$ cat config.mk
export PLATFORM = sky130hd
export DESIGN_NAME = ball_engine
export DESIGN_NICKNAME = d
export VERILOG_FILES = /design/src/rtl/ball_engine.sv
export SDC_FILE = /design/constraint.sdc
export NUM_CORES = 1
export LEC_CHECK = 0
export CAP_MARGIN = 0
export CORE_MARGIN = 2
export CORE_UTILIZATION = 60
export DETAILED_ROUTE_END_ITERATION = 10
export PLACE_DENSITY = 0.82
export SETUP_SLACK_MARGIN = 0.5
export SLEW_MARGIN = 20
export SYNTH_ARGS = -nofsm -noshare
export SYNTH_HDL_FRONTEND = slang
export SYNTH_SLANG_ARGS = --single-unit
$ cat constraint.sdc
create_clock -name CLK_25MH -period 9.55 [get_ports CLK_25MH]
set_input_delay 1.91 -clock CLK_25MH [delete_from_list [all_inputs] [get_ports CLK_25MH]]
set_output_delay 1.91 -clock CLK_25MH [all_outputs]
set_load 0.02 [all_outputs]
$ cat src/rtl/ball_engine.sv
// ball_engine: once-per-frame ball motion with wall, paddle and block collisions.
// The block table below must stay identical to the renderer's layout.
module ball_engine #(
    parameter int BALL_SIZE  = 7,
    parameter int SPEED      = 2,
    parameter int PADDLE_Y   = 441,
    parameter int PADDLE_W   = 100,
    parameter int SCREEN_W   = 640,
    parameter int SCREEN_H   = 480,
    parameter int NUM_BLOCKS = 12
) (
    input  logic       CLK_25MH,
    input  logic       reset,
    input  logic [9:0] hor_count,
    input  logic [9:0] ver_count,
    input  logic [9:0] paddle_pos,
    input  logic       launch,
    output logic [9:0] ball_x,
    output logic [9:0] ball_y,
    output logic       erase_enable,
    output logic [5:0] erase_pos,
    output logic       ball_lost,
    output logic [3:0] blocks_left,
    output logic       win
);
    localparam logic [10:0] B         = 11'(BALL_SIZE);
    localparam logic [10:0] S         = 11'(SPEED);
    localparam logic [10:0] X_MAX     = 11'(SCREEN_W - 1 - BALL_SIZE);
    localparam logic [10:0] Y_BOT     = 11'(SCREEN_H - 1);
    localparam logic [10:0] PY        = 11'(PADDLE_Y);
    localparam logic [10:0] PY_BOT    = 11'(PADDLE_Y + 8);
    localparam logic [10:0] PW        = 11'(PADDLE_W);
    localparam logic [10:0] SERVE_OFF = 11'(PADDLE_W / 2 - (BALL_SIZE + 1) / 2);
    localparam logic [9:0]  Y_SERVE   = 10'(PADDLE_Y - BALL_SIZE - 2);
    localparam logic [10:0] Y_BOUNCE  = 11'(PADDLE_Y - BALL_SIZE - 1);

    typedef enum logic [2:0] {SERVE, WAIT, MOVE, PADDLE, SCAN, COMMIT, LOST, WIN} state_t;

    state_t                state;
    logic                  dx_pos, dy_down;
    logic [10:0]           nx, ny, bx, by, mx, my, sx, xx, yy, pad;
    logic [3:0]            k;
    logic [NUM_BLOCKS-1:0] alive;
    logic                  tick, mx_flip, my_flip, lost, phit, bhit;
    logic [9:0]            serve_x;

    always_comb begin
        xx = {1'b0, ball_x};
        yy = {1'b0, ball_y};
        pad = {1'b0, paddle_pos};
        sx = pad + SERVE_OFF;
        serve_x = sx > X_MAX ? X_MAX[9:0] : sx[9:0];
        tick = hor_count == 10'd0 && ver_count == 10'(SCREEN_H);
        mx_flip = dx_pos ? xx + S > X_MAX : xx < S;
        mx = mx_flip ? (dx_pos ? X_MAX : 11'd0) : (dx_pos ? xx + S : xx - S);
        my_flip = !dy_down && yy < S;
        my = my_flip ? 11'd0 : (dy_down ? yy + S : yy - S);
        lost = dy_down && my + B >= Y_BOT;
        phit = dy_down && ny + B >= PY && ny <= PY_BOT && nx + B > pad && nx < pad + PW;
        bx = k < 4'd5  ? 11'd40 + 11'd120 * 11'(k) :
             k < 4'd10 ? 11'd40 + 11'd120 * 11'(k - 4'd5) :
             k == 4'd10 ? 11'd160 : 11'd400;
        by = k < 4'd5 ? 11'd40 : k < 4'd10 ? 11'd90 : 11'd140;
        bhit = alive[k] && nx <= bx + 11'd80 && nx + B >= bx && ny <= by + 11'd30 && ny + B >= by;
    end

    // nx/ny hold the candidate position from MOVE until COMMIT publishes it
    always_ff @(posedge CLK_25MH) begin
        erase_enable <= 1'b0;
        ball_lost <= 1'b0;
        if (reset) begin
            state <= SERVE;
            ball_x <= serve_x;
            ball_y <= Y_SERVE;
            dx_pos <= 1'b1;
            dy_down <= 1'b0;
            alive <= '1;
            blocks_left <= 4'(NUM_BLOCKS);
            erase_pos <= 6'd0;
            win <= 1'b0;
            nx <= 11'd0;
            ny <= 11'd0;
            k <= 4'd0;
        end else begin
            case (state)
                SERVE: if (tick) begin
                    ball_x <= serve_x;
                    ball_y <= Y_SERVE;
                    if (launch) begin
                        dx_pos <= 1'b1;
                        dy_down <= 1'b0;
                        state <= WAIT;
                    end
                end
                WAIT: if (tick) state <= MOVE;
                MOVE: begin
                    nx <= mx;
                    ny <= my;
                    dx_pos <= dx_pos ^ mx_flip;
                    dy_down <= dy_down ^ my_flip;
                    ball_lost <= lost;
                    state <= lost ? LOST : PADDLE;
                end
                PADDLE: begin
                    k <= 4'd0;
                    if (phit) begin
                        dy_down <= 1'b0;
                        ny <= Y_BOUNCE;
                    end
                    state <= phit ? COMMIT : SCAN;
                end
                SCAN: begin
                    if (bhit) begin
                        alive[k] <= 1'b0;
                        dy_down <= !dy_down;
                        erase_enable <= 1'b1;
                        erase_pos <= {2'b00, k};
                        blocks_left <= blocks_left - 4'd1;
                    end
                    k <= k + 4'd1;
                    state <= bhit || k == 4'(NUM_BLOCKS - 1) ? COMMIT : SCAN;
                end
                COMMIT: begin
                    ball_x <= nx[9:0];
                    ball_y <= ny[9:0];
                    win <= blocks_left == 4'd0;
                    state <= blocks_left == 4'd0 ? WIN : WAIT;
                end
                LOST: state <= SERVE;
                WIN: state <= WIN;
            endcase
        end
    end
endmodule

==> impl_metrics.ini <==
[yosys]
yosys.area.top_type = dfxtp_1
yosys_warnings = 0
synthXorXnorAreaFrac_pct = 9.20
synth_edf_count = 10
synth_mux_area_share_pct = 2.45
seq_area_frac_synth_pct = 21.0
synth.area.top_cells = dfxtp_1 17%, ha_1 16%, xnor2_1 5.6%
synth-main-ff-cell = dfxtp_1
yosys.cell_types.count = 91
synthesis.area_um2 = 7520
synth_common_cells = 97 x ha_1, 82 x nand2_1, 64 x dfxtp_1, 62 x a21oi_1, 58 x inv_1
synthAdderAreaFrac_pct = 18.5
synth_compound_area_share_pct = 21.2
synth_top_family_by_area = simple AND/OR/NAND/NOR gates
yosys.area_share.simple_pct = 21.5
synth_cells = 923
ys_ff_latch = 74
postSynthAreaPerCell_um2 = 8.14
synth_most_common_cell = ha_1
synth_top_area_share_pct = 17.0
async_reset_ff_share_pct = 0

[critical_path]
crit_path_end_kind = flip-flop
crit_path_start_kind = flip-flop
crit_type = flip-flop to flip-flop
cp_max_fo = 17
crit_family = compound AO/OA/AOI/OAI gates
critPathRequiredTime_ns = 9.78
arrival_ns = 8.18
crit_slowest_cell = and3_1
critPathBufInv = 3
max_stage_delay_ns = 0.73

[die]
fp.dieW_um = 116
start_util_pct = 62.1
rows = 40
die_area_um2 = 13400
core-area_um2 = 12100
num_io_pins = 66
die_y_um = 116

[global_route]
antenna_found_initial = 0
track_usage_pct = 29.4
grt_pass1_vias = 6496
grt-ovfl-total = 0
grt_max_degree = 45
grt_pass1_wl_um = 31800

[timing]
rsz0062_at_grt = no
final_max_slew_viol_count = 0
relSlewSlack_pct = 47.3
finClkSkew_ns = 0.00832
period_minus_slack_ns = 7.95
fmax_mhz = 126
hold_violations = 0
fin_crit_sh_pct = 83.2
fin_tns_setup_ns = 0
setup_viol = 0
worst_pin_slew_ns = 0.789

[drt]
wl_um = 19100
wl_per_cell_um = 16.9
remaining_drc_errors = 0
dr.pass1.iters = 6
post_drt_via_cell_ratio = 6.13
drtIter0Drc = 542
via_count = 6917
final_antenna_net_count = 0

[power]
p_sw_w = 0.000181
ir_drop_mv = 0.102
power_density_nw_per_um2 = 84.9
p_leak_nw = 3.49
switching_share_pct = 25.4
clockPowerShare_pct = 43.1
p_comb_share_pct = 11.1
finalPower_w = 0.000714
p_int_w = 0.000533
p_seq_share_pct = 45.8

[clock_tree]
postCtsHoldBufs = 0
cts_tree = built
cts_made_buffers = 9
clockBufferDepth = 2
cts_setup_buffers = 0
insertion_delay_ns = 0.34
root_buffer = clkbuf_16
cts_resized = 0
cts_sinks = 74
clk_pin_slew_worst_paths_ns = 0.06
cts_max_level = 3

[placement]
gp_congestion = 0.906
port_buffers = 63
dp_hpwl_um = 14400

[status]
status = finished clean

[worst_hold_path]
worstHoldPathType = flip-flop to flip-flop

[layout]
nets = 1095
drive_gt1_share_pct = 4.68
synthToLayoutAreaGrowth_pct = 11.9
antennaDiodeCount = 0

[run]
max_cap_violations = 0
## sequential cells by signal (all words and copies together), names as in the netlist, 4 cells and up
signal	cells
alive	12
ball_x	10
ball_y	10
blocks_left	4
erase_pos	4
k	4
nx	11
ny	11
## power by group through the flow
| stage | Sequential (W) | Combinational (W) | Clock [W] |
|---|---|---|---|
| 3_3_place_gp | 0.000334 | 0.0000768 | 0 |
| 2_1_floorplan | 0.000335 | 0.0000442 | 0 |
| 6_report | 0.000327 | 0.0000790 | 0.000308 |
| 5_1_grt | 0.000328 | 0.0000865 | 0.000324 |
| 3_5_place_dp | 0.000334 | 0.0000771 | 0 |
| 4_1_cts | 0.000327 | 0.0000781 | 0.000308 |
## layout by cell type, fill, tap and decap left out, drive strengths merged, types with 4 or more instances in the layout
master,n
a2111oi,7
a211o,5
a211oi,11
a21o,24
a21oi,62
a22o,8
a31oi,11
and2,8
and3,13
clkbuf,11
clkdlybuf4s50,63
clkinv,5
dfxtp,64
edfxtp,10
fa,9
ha,97
inv,58
mux2i,9
nand2,82
nand2b,12
nand3,42
nand3b,4
nand4,12
nand4b,5
nor2,56
nor2b,8
nor3,37
nor4,14
o211ai,7
o21ai,46
o22ai,4
o31ai,7
or2,4
or3,9
xnor2,48
xor2,25
## cell families after synthesis
logic type	after synthesis
AND/OR/NAND/NOR	315
AO/OA/AOI/OAI	235
adder cells (fa/ha/maj)	106
buffers and inverters	102
XOR/XNOR	75
flip-flops	74
multiplexers	14
other	2
## layer usage
| metal | part of all wire [%] | vias up | track usage (%) |
|---|---|---|---|
| li1 | - | 3425 | - |
| met1 | 48 | 3262 | 40.9 |
| met4 | 1.5 | 0 | 8.41 |
| met3 | 5.0 | 26 | 4.81 |
| met5 | 0 | - | 0 |
| met2 | 46 | 204 | 47.5 |
## layout make-up
class | instances | area, um^2
clock buffer | 11 | 233
fill | 1027 | 3700
inverter | 58 | 218
tap | 168 | 210
multi-input combinational | 748 | 5490
clock inverter | 5 | 32.5
timing repair buffer | 65 | 646
sequential | 74 | 1580
## metrics by stage
step                      setup WS (ns)  cell area [um^2]  cells  util [%]  hold WS [ns]
after floorplan                    2.52              7520    924         -         0.421
after global placement             2.05              8150   1113      67.3         0.435
after detailed placement           1.71              8150   1113      67.3         0.440
after CTS                          1.69              8410   1129      69.5         0.456
after global routing              0.996              8410   1129      69.5         0.471
final                              1.60              8410   1129      69.5         0.452
## path summary, 6_finish.rpt
path                  start   endpoint  slack [ns]  cells after the start
setup reg to reg       k[1]   alive[5]        1.60                     27
hold / removal    alive[11]  alive[11]        0.45                      1
hold reg to reg   alive[11]  alive[11]        0.45                      1
setup / recovery       k[1]   alive[5]        1.60                     27
(Power assumes the default switching activity.)
